### src/rtl/control_sequencer.sv
// control_sequencer: four-phase microcode sequencer (FETCH, DECODE, EXECUTE, NEXT).
// It fetches a 48-bit word from program ROM at pc and drives register-bank and
// memory controls from it for one EXECUTE cycle. It then branches on the sampled
// ALU zero flag. A HALT state parks the sequencer until reset.
module control_sequencer (
    input  logic        clk,
    input  logic        reset,
    input  logic        hold,
    input  logic [47:0] instr,
    input  logic        Z,
    output logic [9:0]  pc,
    output logic [4:0]  Sel_A,
    output logic [5:0]  Sel_B,
    output logic [5:0]  Sel_C,
    output logic        MR,
    output logic        MW,
    output logic [3:0]  aluc,
    output logic        KMux,
    output logic [15:0] K,
    output logic        halted
);

    typedef enum logic [2:0] {
        FETCH,
        DECODE,
        EXECUTE,
        NEXT,
        HALT
    } state_t;

    localparam logic [5:0] SEL_C_NONE = 6'd35;

    localparam logic [1:0] JMP_NONE   = 2'b00;
    localparam logic [1:0] JMP_ALWAYS = 2'b01;
    localparam logic [1:0] JMP_ZERO   = 2'b10;
    localparam logic [1:0] JMP_NZERO  = 2'b11;

    state_t      state;
    logic [47:0] ir;
    logic        z_flag;
    logic        take_jump;
    logic [9:0]  pc_next;
    logic        unused_reserved;

    // A/B bus selects, ALU controls and the constant come straight from IR flops.
    // The buses therefore stay stable outside EXECUTE.
    assign Sel_A = ir[41:37];
    assign Sel_B = ir[36:31];
    assign aluc  = ir[30:27];
    assign KMux  = ir[26];
    assign K     = ir[15:0];

    // Reserved instruction bits are carried in IR but have no function.
    assign unused_reserved = ^ir[20:16];

    // Branch resolution for the NEXT phase, based on the Z flag captured in EXECUTE.
    always_comb begin
        take_jump = 1'b0;
        unique case (ir[23:22])
            JMP_NONE:   take_jump = 1'b0;
            JMP_ALWAYS: take_jump = 1'b1;
            JMP_ZERO:   take_jump = z_flag;
            JMP_NZERO:  take_jump = !z_flag;
            default:    take_jump = 1'b0;
        endcase
        pc_next = take_jump ? ir[9:0] : pc + 10'd1;
    end

    // Sequencer state machine with registered write/strobe outputs.
    // Z is sampled on every EXECUTE cycle, including held ones. The last sample wins.
    always_ff @(posedge clk) begin
        if (reset) begin
            state  <= FETCH;
            pc     <= '0;
            ir     <= '0;
            z_flag <= 1'b0;
            Sel_C  <= SEL_C_NONE;
            MR     <= 1'b0;
            MW     <= 1'b0;
            halted <= 1'b0;
        end else begin
            if (state == EXECUTE) begin
                z_flag <= Z;
            end
            if (!hold) begin
                unique case (state)
                    FETCH: begin
                        state <= DECODE;
                    end
                    DECODE: begin
                        ir    <= instr;
                        Sel_C <= instr[47:42];
                        MW    <= instr[24];
                        MR    <= instr[25] & ~instr[24];
                        state <= EXECUTE;
                    end
                    EXECUTE: begin
                        Sel_C <= SEL_C_NONE;
                        MR    <= 1'b0;
                        MW    <= 1'b0;
                        state <= NEXT;
                    end
                    NEXT: begin
                        if (ir[21]) begin
                            halted <= 1'b1;
                            state  <= HALT;
                        end else begin
                            pc    <= pc_next;
                            state <= FETCH;
                        end
                    end
                    HALT: begin
                        state <= HALT;
                    end
                    default: begin
                        state <= FETCH;
                    end
                endcase
            end
        end
    end

endmodule
### config.mk
export PLATFORM = sky130hd
export DESIGN_NAME = control_sequencer
export DESIGN_NICKNAME = d
export VERILOG_FILES = /design/src/rtl/control_sequencer.sv
export SDC_FILE = /design/constraint.sdc
export NUM_CORES = 1
export LEC_CHECK = 0
export BUFFER_PORTS_ARGS = -buffer_cell sky130_fd_sc_hd__buf_2
export CAP_MARGIN = 20
export CORE_MARGIN = 1
export CORE_UTILIZATION = 50
export CTS_BUF_LIST = sky130_fd_sc_hd__clkbuf_4 sky130_fd_sc_hd__clkbuf_8
export DETAILED_ROUTE_END_ITERATION = 6
export GPL_ROUTABILITY_DRIVEN = 0
export PLACE_DENSITY = 0.82
export RECOVER_POWER = 100
export SKIP_LAST_GASP = 1
export SLEW_MARGIN = 40
export SYNTH_ARGS = -nofsm -noshare
export SYNTH_HDL_FRONTEND = slang
export SYNTH_SLANG_ARGS = --single-unit
### constraint.sdc
create_clock -name clk -period 1.8 [get_ports clk]
set_input_delay 0.09 -clock clk [delete_from_list [all_inputs] [get_ports clk]]
set_output_delay 0.09 -clock clk [all_outputs]
set_load 0.05 [all_outputs]
Yosys cells after proc, flatten, opt, wreduce, memory -nomap -nowiden

Index checks and enable logic that the tools add are counted.

Flip-flop bits (word level): 65
Input port bits: 52
Output and inout port bits: 51

$add $sub $neg: 1
Equal/unequal tests: 7
Multiplexer cells: 7
Bitwise operators: 4
Reductions and logical operators: 8

Operators with widths:

| operator              | number |
|---|---|
| $pmux 3 s5            | 1 |
| $pmux 6 s2            | 1 |
| $add 10x1->10 const B | 1 |
| $mux 10               | 1 |
| $eq 3x2->1 const B    | 2 |
| $reduce_and 3->1      | 2 |
| $eq 2x2->1 const B    | 2 |
| $pmux 1 s2            | 2 |
| $pmux 1 s4            | 1 |
| $reduce_and 2->1      | 2 |
| $eq 3x1->1 const B    | 1 |
| $eq 3x3->1 const B    | 1 |
| $logic_not 3->1       | 1 |
| $mux 3                | 1 |
| $not 1->1             | 3 |
| $eq 2x1->1 const B    | 1 |
| $logic_not 2->1       | 1 |
| $reduce_bool 2->1     | 1 |
| $and 1x1->1           | 1 |
| $logic_not 1->1       | 1 |

Depth between registers and ports, before layout

Gate-level depths: netlist of run 1.

Depth in word-level cells: 3
Depth in mapped cells: 7

Worst setup path before layout of run 1

Ideal clock, no wire load.

Kind: register -> register
From: register pc[0]
To: register pc[6]
Library setup time: 0.092 ns
Arrival: 1.571 ns
Data required time: 1.708 ns
Setup slack: 0.137 ns
Stages on the path, launching flop included: 6
Clock period less this slack: 1.663 ns
Cells stage by stage: dfxtp_1 ha_1 and3_1 nand3_1 o31a_1 o32ai_1

Longest elaborated chain between the ends: 2

Ends and longest elaborated chain:

| element                  | line | RTL |
|---|---|---|
| start: declaration       | 11   | `output logic [9:0] pc,` |
| start signal: assignment | 108  | `pc <= pc_next;` |
| $add 10x1->10            | 66   | `pc_next = take_jump ? ir[9:0] : pc + 10'd1;` |
| $mux 10                  | 66   |  |

No other way between the ends.
A chain may end at the register's enable or synchronous reset.

Final worst setup path of run 1

From: register state[2]
To: register Sel_C[5]

Longest elaborated chain between the ends: 3
Elaborated cells between the ends (all ways): 5
Those cells by class: 2 x eq/ne; 1 x mux; 2 x reduce/logical

Ends and longest elaborated chain:

| element                                         | line | RTL |
|---|---|---|
| start: declaration                              | 38   | `state_t state;` |
| start signal: assignment                        | 73   | `state <= FETCH;` |
| start signal: assignment                        | 88   | `state <= DECODE;` |
| start signal: assignment                        | 95   | `state <= EXECUTE;` |
| $eq 3x2->1 / $eq 3x1->1 (equally long branches) | 86   | `unique case (state)` |
| $reduce_bool 2->1 (no source line)              | --   |  |
| $reduce_and 2->1 (no source line)               | --   |  |
| end signal: assignment                          | 92   | `Sel_C <= instr[47:42];` |
| end: declaration                                | 14   | `output logic [5:0] Sel_C,` |

Parallel ways exist; a longest one is shown, timed or not.

==> results.md, run 1 <==
- Status: complete, no violations
- VDD IR max: 517 uV
- Synth Area in Compound Gates: 0.188
- Final count of hold timing violations: 0
- Slew Limit Fails: 0
- Antenna Violating Nets Remaining: 0
- Setup_tns: 0 ns
- Worst setup SP type: flip-flop
- Leakage: 1.23 nW
- Cell row count: 25
- Period utilization: 0.927
- Post-synthesis simple-gate area fraction: 0.225
- Distinct cell type count of the synthesized netlist: 37
- Critical Path RT: 2.07 ns
- Pwr dens: 840 nW/um^2
- I/O Buffers: between 90 and 100
- GRT Total Usage: 0.245
- # fillers: between 400 and 500
- Detailed Route Iter0 Violations: 225
- Detailed placement HPWL: 4.05 mm
- Post-route DRC: 0
- Final min period: 1.67 ns
- Critical path class: flip-flop to flip-flop
- Area Growth Syn to Fin: 28.7%
- Initial Util: 0.534
- WL final: 6.48 mm
- RSZ-0062 raised after global routing: no
- Most frequent cells in the layout: 78 x nand2_1, 58 x dfxtp_1, 52 x clkbuf_1, 47 x a21oi_1, 46 x buf_2
- Post-Syn Area: 2590 um^2
- 1st-pass router iterations: 5
- FF/Latch Area: 1160 um^2
- Critical Path Sink Type: flip-flop
- Worst clock skew: 0.00739 ns
- Yosys warning count: 0
- Final Setup Violations: 0
- Via count: 2532
- Synthesized area per cell: 7.92 um^2
- Top-area cell type share of the netlist area: 0.449
- Post-Syn Nets: 380
- Clock sinks: 58
- Max_cap viols: 0
- WL per Instance: 13.1 um
- Vias per cell: 5.13
- Post-CTS Setup Repair Bufs: 0
- Total power: 2.80 mW
- Worst Tran Pin Value: 0.629 ns
- Xor/xnor share of the synthesized area: 0
- Longest Clk Path Bufs: 2
- Global-route wire length before repair: 10.2 mm
- Initial antenna violation count: 0
- Worst skew pair latency: 0.33 ns
- CTS HTree Levels: 3
- CTS root buf: clkbuf_8
- Die extent in x: 74.0 um
- Clock transition at path regs: 0.06 ns
- Max Fclk: ~600 MHz
- Die height: 74.0 um
- Overflow after GRT: 0
- Layout cell share with drive strength beyond 1: 0.183
- Ant. Diodes: 0
- TritonCTS clock tree: done
- Multi-input gate area: 1090 um^2
- Hold WC Path Type: primary input to flip-flop
- Net count, final: around 480
- Slew HR: 0.582
- Vias in the first global route: 2388
- Largest net degree at the start of global routing: 32
- Adder-Cell Fraction of Synth Area: 0.00483
- Hold WS: between 0.008 and 0.009 ns
- Post-synthesis mux area share: 0
- Synth area leader: dfxtp_1
- Seq/Total Area, Yosys: 0.449
- Die area: 5470 um^2
- #FFs+latches synth: 58
- Worst-path fanout max: 18
- Largest family of logic cells by synthesized area: simple AND/OR/NAND/NOR gates
- Leading cell type in the layout, fill and taps excluded: nand2_1
- Worst endpoint data arrival time: 1.94 ns
- TritonCTS buffer count: 9
- Core ar.: 4850 um^2
- Synth area leaders: dfxtp_1 45%, nand2_1 11%, buf_4 9.3%
- Core Util, Final: 0.687
- Ports: 103
- Mapped Cells: 327
[where the power goes]
group	total (mW)	internal [mW]	switching (mW)	leakage, nW
clock network	1.06	0.575	0.486	0.0954
logic	0.387	0.141	0.246	0.660
registers	1.35	1.32	0.0262	0.470
total	2.80	2.04	0.758	1.23
[cells in the mapped netlist, drive strengths merged]
cell type / count
nor4b: 3
o31a: 3
nand3: 5
clkbuf: 16
o32ai: 3
buf: 38
o2bb2ai: 2
and3b: 1
or2: 2
o21ai: 13
nor2b: 2
a31oi: 1
a21boi: 1
nand2b: 4
nand2: 78
nor4: 3
nor2: 11
a311oi: 1
and3: 2
dfxtp: 58
nor3b: 1
nor3: 7
or3: 1
or3b: 1
or4b: 1
o22ai: 3
or4: 1
nand4: 3
ha: 1
a22oi: 6
a21oi: 47
inv: 4
o21a: 4
[cell type report]
type | count | area share
repair buffers | 139 | 0.242
well taps | 67 | 0.0252
clock inverters | 3 | 0.00451
inverters | 4 | 0.00451
multi-input cells | 211 | 0.328
flip-flops and latches | 58 | 0.349
clock buffers | 12 | 0.0477
[flip-flops by register name (all words and copies together) (netlist names)]
register and cells:
ir 35, pc 10, Sel_C 6, state 3, MR 1, MW 1, halted 1, z_flag 1
[layer usage]
| layer | wire length (um) | track usage | part of all wire | up-vias |
|---|---|---|---|---|
| met5 | 0 | 0 | 0 | - |
| met3 | 372 | 0.0461 | 0.057 | 10 |
| met1 | 2750 | 0.289 | 0.42 | 1148 |
| met2 | 3250 | 0.422 | 0.50 | 100 |
| li1 | - | - | - | 1274 |
| met4 | 100 | 0.126 | 0.015 | 0 |
[worst max-delay path, cell delays in order (launching register included)]
cell and delay [ns]:
dfxtp_1 0.38, or4b_4 0.61, buf_4 0.23, o21ai_0 0.16, o22ai_1 0.14, nand2b_1 0.09
[repair_timing]
action	in CTS	in global routing
hold endpoints to repair	31	0
hold buffers	31	0
endpoints found under the setup margin	0	3
resized for setup	0	1
[stage by stage]
| step | instance area (um^2) | cells | worst slack [ns] |
|---|---|---|---|
| after floorplan | 2590 | 327 | 0.137 |
| after global placement | 2920 | 448 | 0.135 |
| after detailed placement | 2920 | 448 | 0.0805 |
| after CTS | 3400 | 494 | 0.0633 |
| after global routing | 3330 | 494 | 0.0359 |
| final | 3330 | 494 | 0.131 |
[final timing paths]
path              slack (ns)  cells past startpoint       end      from
setup / recovery        0.13                      5  Sel_C[5]  state[2]
hold / removal         0.009                      3     ir[6]  instr[6]
setup reg to reg        0.13                      5  Sel_C[5]  state[2]
hold reg to reg         0.46                      2    ir[28]    ir[28]
[cells by family (layout without fill, tap and decap cells)]
kind of cell / after synthesis / in the layout
flip-flops: 58 / 58
AND/OR/NAND/NOR: 126 / 126
buffers and inverters: 58 / 158
adder cells (fa/ha/maj): 1 / 1
AO/OA/AOI/OAI: 84 / 84
Note: power is estimated with default switching activity, not from simulation.
==> run 2: changes to the inputs <==
- PLACE_DENSITY: 0.82 -> 0.86
- SKIP_CTS_REPAIR_TIMING: unset -> 1
==> run 2 against run 1 <==
  * The flow now finishes with violations (negative hold slack)
  * Via count down 3.5%
  * Maximum frequency is 0.83% higher
  * Sequential cell count is the same
  * Combinational power decreased by 9.0%
  * Global-route usage down 1.9 points
  * Sequential share of layout area is 1.9 points higher
  * Largest power group unchanged
==> results.md, run 2 (synthesis results as in run 1) <==
- GRT Total Usage: 0.225
- Violated checks: negative hold slack
- Largest regs: ir: 35 flops, pc: 10 flops, Sel_C: 6 flops
- Clock transition at path regs: 0.06 ns
- Largest register FFs: 35
- 1st-pass router iterations: 4
- Final min period: roughly 1.7 ns
- Period utilization: 0.920
- Logic gate share of total power: 0.128
- TritonCTS clock tree: done
- RSZ-0062 raised after global routing: no
- Slew Limit Fails: 0
- # fillers: 458
- Critical Path RT: 2.07 ns
- Max Fclk: 604 MHz
- Clock sinks: 58
- Slew HR: 0.591
- TritonCTS buffer count: 9
- Die area: 5470 um^2
- Critical Path Sink Type: flip-flop
- Vias per cell: 5.13
- Antenna Violating Nets Remaining: 0
- Largest net degree at the start of global routing: 32
- Die extent in x: 74.0 um
- Overflow after GRT: 0
- Final count of hold timing violations: 2
- Vias in the first global route: 2120
- Worst endpoint data arrival time: 1.93 ns
- Detailed placement HPWL: 3.96 mm
- Die height: 74.0 um
- Critical path class: flip-flop to flip-flop
- Final Cell Area: roughly 3200 um^2
- Worst setup SP type: flip-flop
- Switching pwr: 0.740 mW
- CTS root buf: clkbuf_8
- Status: complete, but fails checks
- CTS HTree Levels: 3
- Seq pwr share: 0.490
- Setup_tns: 0 ns
- Cell row count: 25
- Internal power: 2.02 mW
- Core Util, Final: 0.651
- Global-route wire length before repair: ~9.3 mm
- Post-place instance area: 2920 um^2
- Detailed Route Iter0 Violations: 149
- Pwr dens: 872 nW/um^2
- Longest Clk Path Bufs: 2
- Via count: 2444
- Layout cell share with drive strength beyond 1: 0.183
- Initial antenna violation count: 0
- Clk pwr share: 0.382
- Top reg by flops: ir
- Most frequent cells in the layout: 78 x nand2_1, 58 x dfxtp_1, 52 x clkbuf_1, 47 x a21oi_1, 46 x buf_2
- Post-route DRC: 0
- Worst clock skew: 0.00559 ns
- Hold WS: -0.00145 ns
- Ports: roughly 100
- Area Growth Syn to Fin: 22.0%
- I/O Buffers: 97
- Worst skew pair latency: about 0.33 ns
- VDD IR max: 598 uV
- Ant. Diodes: 0
- Net count, final: 458
- WL final: approximately 6 mm
- Core ar.: 4850 um^2
- Initial Util: 0.534
- Leakage: 1.15 nW
- Leading cell type in the layout, fill and taps excluded: nand2_1
- Final Setup Violations: 0
- Max_cap viols: 0
- Worst Tran Pin Value: 0.616 ns
- Sw Ratio: 0.268
- Worst-path fanout max: 11
- WL per Instance: 12.7 um
- Hold WC Path Type: primary input to flip-flop
run 2: critical path: stages, from the launching register on:
cell	delay, ns
dfxtp_1	0.45
or4b_1	0.56
buf_4	0.22
o21ai_0	0.14
o22ai_1	0.14
nand2b_1	0.09
run 2: final cells by class:
| cell class | instances | area, um^2 | area share |
|---|---|---|---|
| Clock buffer | 12 | 159 | 0.0503 |
| Clock inverter | 3 | 15.0 | 0.00475 |
| Inverter | 4 | 15.0 | 0.00475 |
| Multi-Input combinational cell | 211 | 1080 | 0.342 |
| Sequential cell | 58 | 1160 | 0.368 |
| Tap cell | 67 | 83.8 | 0.0265 |
| Timing Repair Buffer | 121 | 643 | 0.204 |
run 2: per-stage QoR:
stage          total power, mW  setup slack, ns  cells  hold slack [ns]
4_1_cts                   2.77            0.134    462          -0.0142
3_5_place_dp              1.71            0.146    447            0.335
5_1_grt                   2.88           0.0129    476          0.00101
3_3_place_gp              1.71            0.196    447            0.330
2_1_floorplan             1.64            0.137    327            0.226
6_report                  2.75            0.144    476         -0.00145
run 2: layer usage:
layer,GRT usage,part of all wire,vias up
li1,-,-,1239
met1,0.288,0.45,1107
met2,0.353,0.48,87
met3,0.0569,0.059,11
met4,0.118,0.015,0
met5,0,0,-
run 2: power groups by stage:
stage | Combinational, mW | Clock (mW) | Sequential [mW]
after floorplan | 0.240 | 0 | 1.40
after detailed placement | 0.337 | 0 | 1.38
after global placement | 0.333 | 0 | 1.38
final | 0.352 | 1.05 | 1.35
after global routing | 0.381 | 1.14 | 1.35
after CTS | 0.338 | 1.08 | 1.35
run 2: final timing paths:
kind             start  endpoint  slack [ns]  depth (start not counted)
max           state[0]  Sel_C[1]        0.14                          5
min          instr[22]    ir[22]      -0.001                          3
max reg2reg   state[0]  Sel_C[1]        0.14                          5
min reg2reg     halted    halted        0.45                          2
==> run 3: changes to the inputs <==
- ABC_AREA: unset -> 1
==> run 3 against run 2 <==
  * The flow still finishes with violations (negative hold slack)
  * Clock skew barely moved
  * Final area down 2.0%
  * Sequential share of layout area is 0.74 points higher
  * Global-route usage shrank 0.37 points
  * Die area is 2.1% higher
  * Critical path depth increased by 3
  * Final cell count grew 7.8%
  * Sequential cell count unchanged
  * Largest cell class unchanged
==> results.md, run 3 <==
- DR WL met2: 2.88 mm
- Max Fclk: 676 MHz
- Yosys warning count: 0
- WL final: 5.82 mm
- Vias per cell: 4.84
- Slew Limit Fails: 0
- Detailed Route Iter0 Violations: 162
- Critical Path Sink Type: flip-flop
- Setup_tns: 0 ns
- Violated checks: negative hold slack
- # fillers: 513
- Reg-to-reg setup timing slack: 0.32 ns
- Post-route DRC: 0
- Final min period: 1.48 ns
- Period utilization: 0.822
- Net count, final: between 400 and 500
- Synth area leaders: dfxtp_1 44%, nor2_1 9.6%, buf_4 9.1%
- GRT Total Usage: 0.222
- CTS root buf: clkbuf_8
- EDFF count, synth: 0
- CTS HTree Levels: 3
- WL per Instance: 11.4 um
- Post-synthesis async set-or-reset flop share: 0
- Synthesized area per cell: 7.21 um^2
- Ports: 103
- Worst skew pair latency: between 0.3 and 0.4 ns
- Worst Tran Pin Value: 0.618 ns
- Worst endpoint data arrival time: 1.74 ns
- Pwr dens: 980 nW/um^2
- Ant. Diodes: 0
- Critical Path RT: a little over 2 ns
- Most frequent cell after synthesis: nor2_1
- Vias in the first global route: 2246
- Final count of hold timing violations: 1
- Clock sinks: 58
- Core ar.: 5110 um^2
- Worst setup SP type: flip-flop
- 1st-pass router iterations: 6
- Die height: ~75 um
- Leakage: 1.32 nW
- Top_reg_cell synth: dfxtp_1
- Largest net degree at the start of global routing: 29
- Max_cap viols: 0
- Die extent in x: between 70 and 80 um
- Met3 wire length: 250 um
- Distinct cell type count of the synthesized netlist: 25
- Largest register FFs: 35
- I/O Buffers: 97
- FF/Latch Area: 1160 um^2
- Placed cells: between 400 and 500
- Detailed placement HPWL: ~4.2 mm
- Layout cell share with drive strength beyond 1: 0.167
- Post-Syn Nets: 420
- Worst-path fanout max: 12
- #FFs+latches synth: 58
- Leading cell type in the layout, fill and taps excluded: nor2_1
- Status: complete, but fails checks
- Worst setup margin: 0.321 ns
- Top reg by flops: ir
- Post-Syn Area: 2650 um^2
- Most frequent cells in the layout: 69 x nor2_1, 58 x dfxtp_1, 57 x nand2_1, 51 x clkbuf_1, 46 x buf_2
- Slew HR: 0.589
- TritonCTS clock tree: done
- Multi-input gate area: 1030 um^2
- RSZ-0062 raised after global routing: no
- Die area: 5580 um^2
- Seq/Total Area, Yosys: 0.439
- VDD IR max: roughly 470 uV
- TritonCTS buffer count: 9
- Fin cells: 513
- Antenna Violating Nets Remaining: 0
- Critical path class: flip-flop to flip-flop
- Worst clock skew: approximately 0.0055 ns
- Global-route wire length before repair: 9.29 mm
- Initial antenna violation count: 0
- Synth top cells by count: 68 x nor2_1, 58 x dfxtp_1, 56 x nand2_1, 43 x o21ai_0, 32 x buf_4
- Metal-1 WL: 2.59 mm
- Mapped Cells: 367
- Hold WS: -0.00874 ns
- Synth area leader: dfxtp_1
- Top-area cell type share of the netlist area: 0.439
- Overflow after GRT: 0
- Final Setup Violations: 0
- Total power: a little over 3 mW
- Longest Clk Path Bufs: 2
- Clock transition at path regs: around 0.06 ns
- Area Growth Syn to Fin: 17.0%
- Top sig layer: met4
- Hold WC Path Type: primary input to flip-flop
- Via count: 2485
- Cell row count: 26
- Largest regs: ir: 35 flops, pc: 10 flops, Sel_C: 6 flops
- Initial Util: 0.518
- Post-Place Worst Slack: ~0.44 ns
==> run 3: cell types whose count changed in the layout (fill, tap and decap cells not counted), sizes merged, moves of 12 or more <==
cell / delta
nand3: +13
a21oi: -23
dlygate4sd3: -12
nor2: +59
nand2: -21
inv: +29
o21ai: +31
==> run 3: final cells by class <==
type,instances,area share
Inverter,35,0.0428
Sequential cell,58,0.375
Tap cell,70,0.0283
Clock buffer,10,0.0424
Timing Repair Buffer,107,0.160
Clock inverter,6,0.0186
Multi-Input combinational cell,227,0.332
==> run 3: critical path: stages, from the launching register on <==
cell and delay (ns):
dfxtp_1 0.37, inv_1 0.08, nor2_4 0.14, nand4_4 0.17
clkinvlp_2 0.33, nand2_1 0.10, inv_1 0.07, nand2_1 0.05
a21oi_1 0.11
==> run 3: kinds of logic after synthesis <==
family,Yosys count,synth area share
DFF,58,0.439
buffers and inverters,82,0.168
and+or+nand+nor,151,0.240
xor gates and xnor gates,1,0.00331
AOI/OAI and AO/OA,74,0.144
adders and majority gates,1,0.00473
==> run 3: layer usage <==
layer,vias to the layer above,GRT usage
li1,1283,-
met3,7,0.0469
met2,69,0.396
met1,1126,0.238
met4,0,0.140
met5,-,0
==> run 3: worst paths after layout <==
kind	endpoint	cells after the start	startpoint
worst max register to register	pc[8]	8	state[0]
worst min-delay path	Sel_C[0]	3	instr[42]
worst min register to register	halted	2	halted
worst max-delay path	pc[8]	8	state[0]
==> run 3: power breakdown <==
| part | switching, mW | internal [mW] |
|---|---|---|
| clock | 0.502 | 0.644 |
| sequential | 0.0380 | 1.35 |
| combinational | 0.368 | 0.131 |
| total | 0.907 | 2.12 |
==> run 3: per-stage QoR <==
stage,hold WS [ns],util,cell area [um^2]
2_1_floorplan,0.159,-,2650
3_3_place_gp,0.315,0.581,2970
3_5_place_dp,0.327,0.581,2970
4_1_cts,-0.0239,0.618,3150
5_1_grt,0.00272,0.606,3100
6_report,-0.00874,0.606,3100
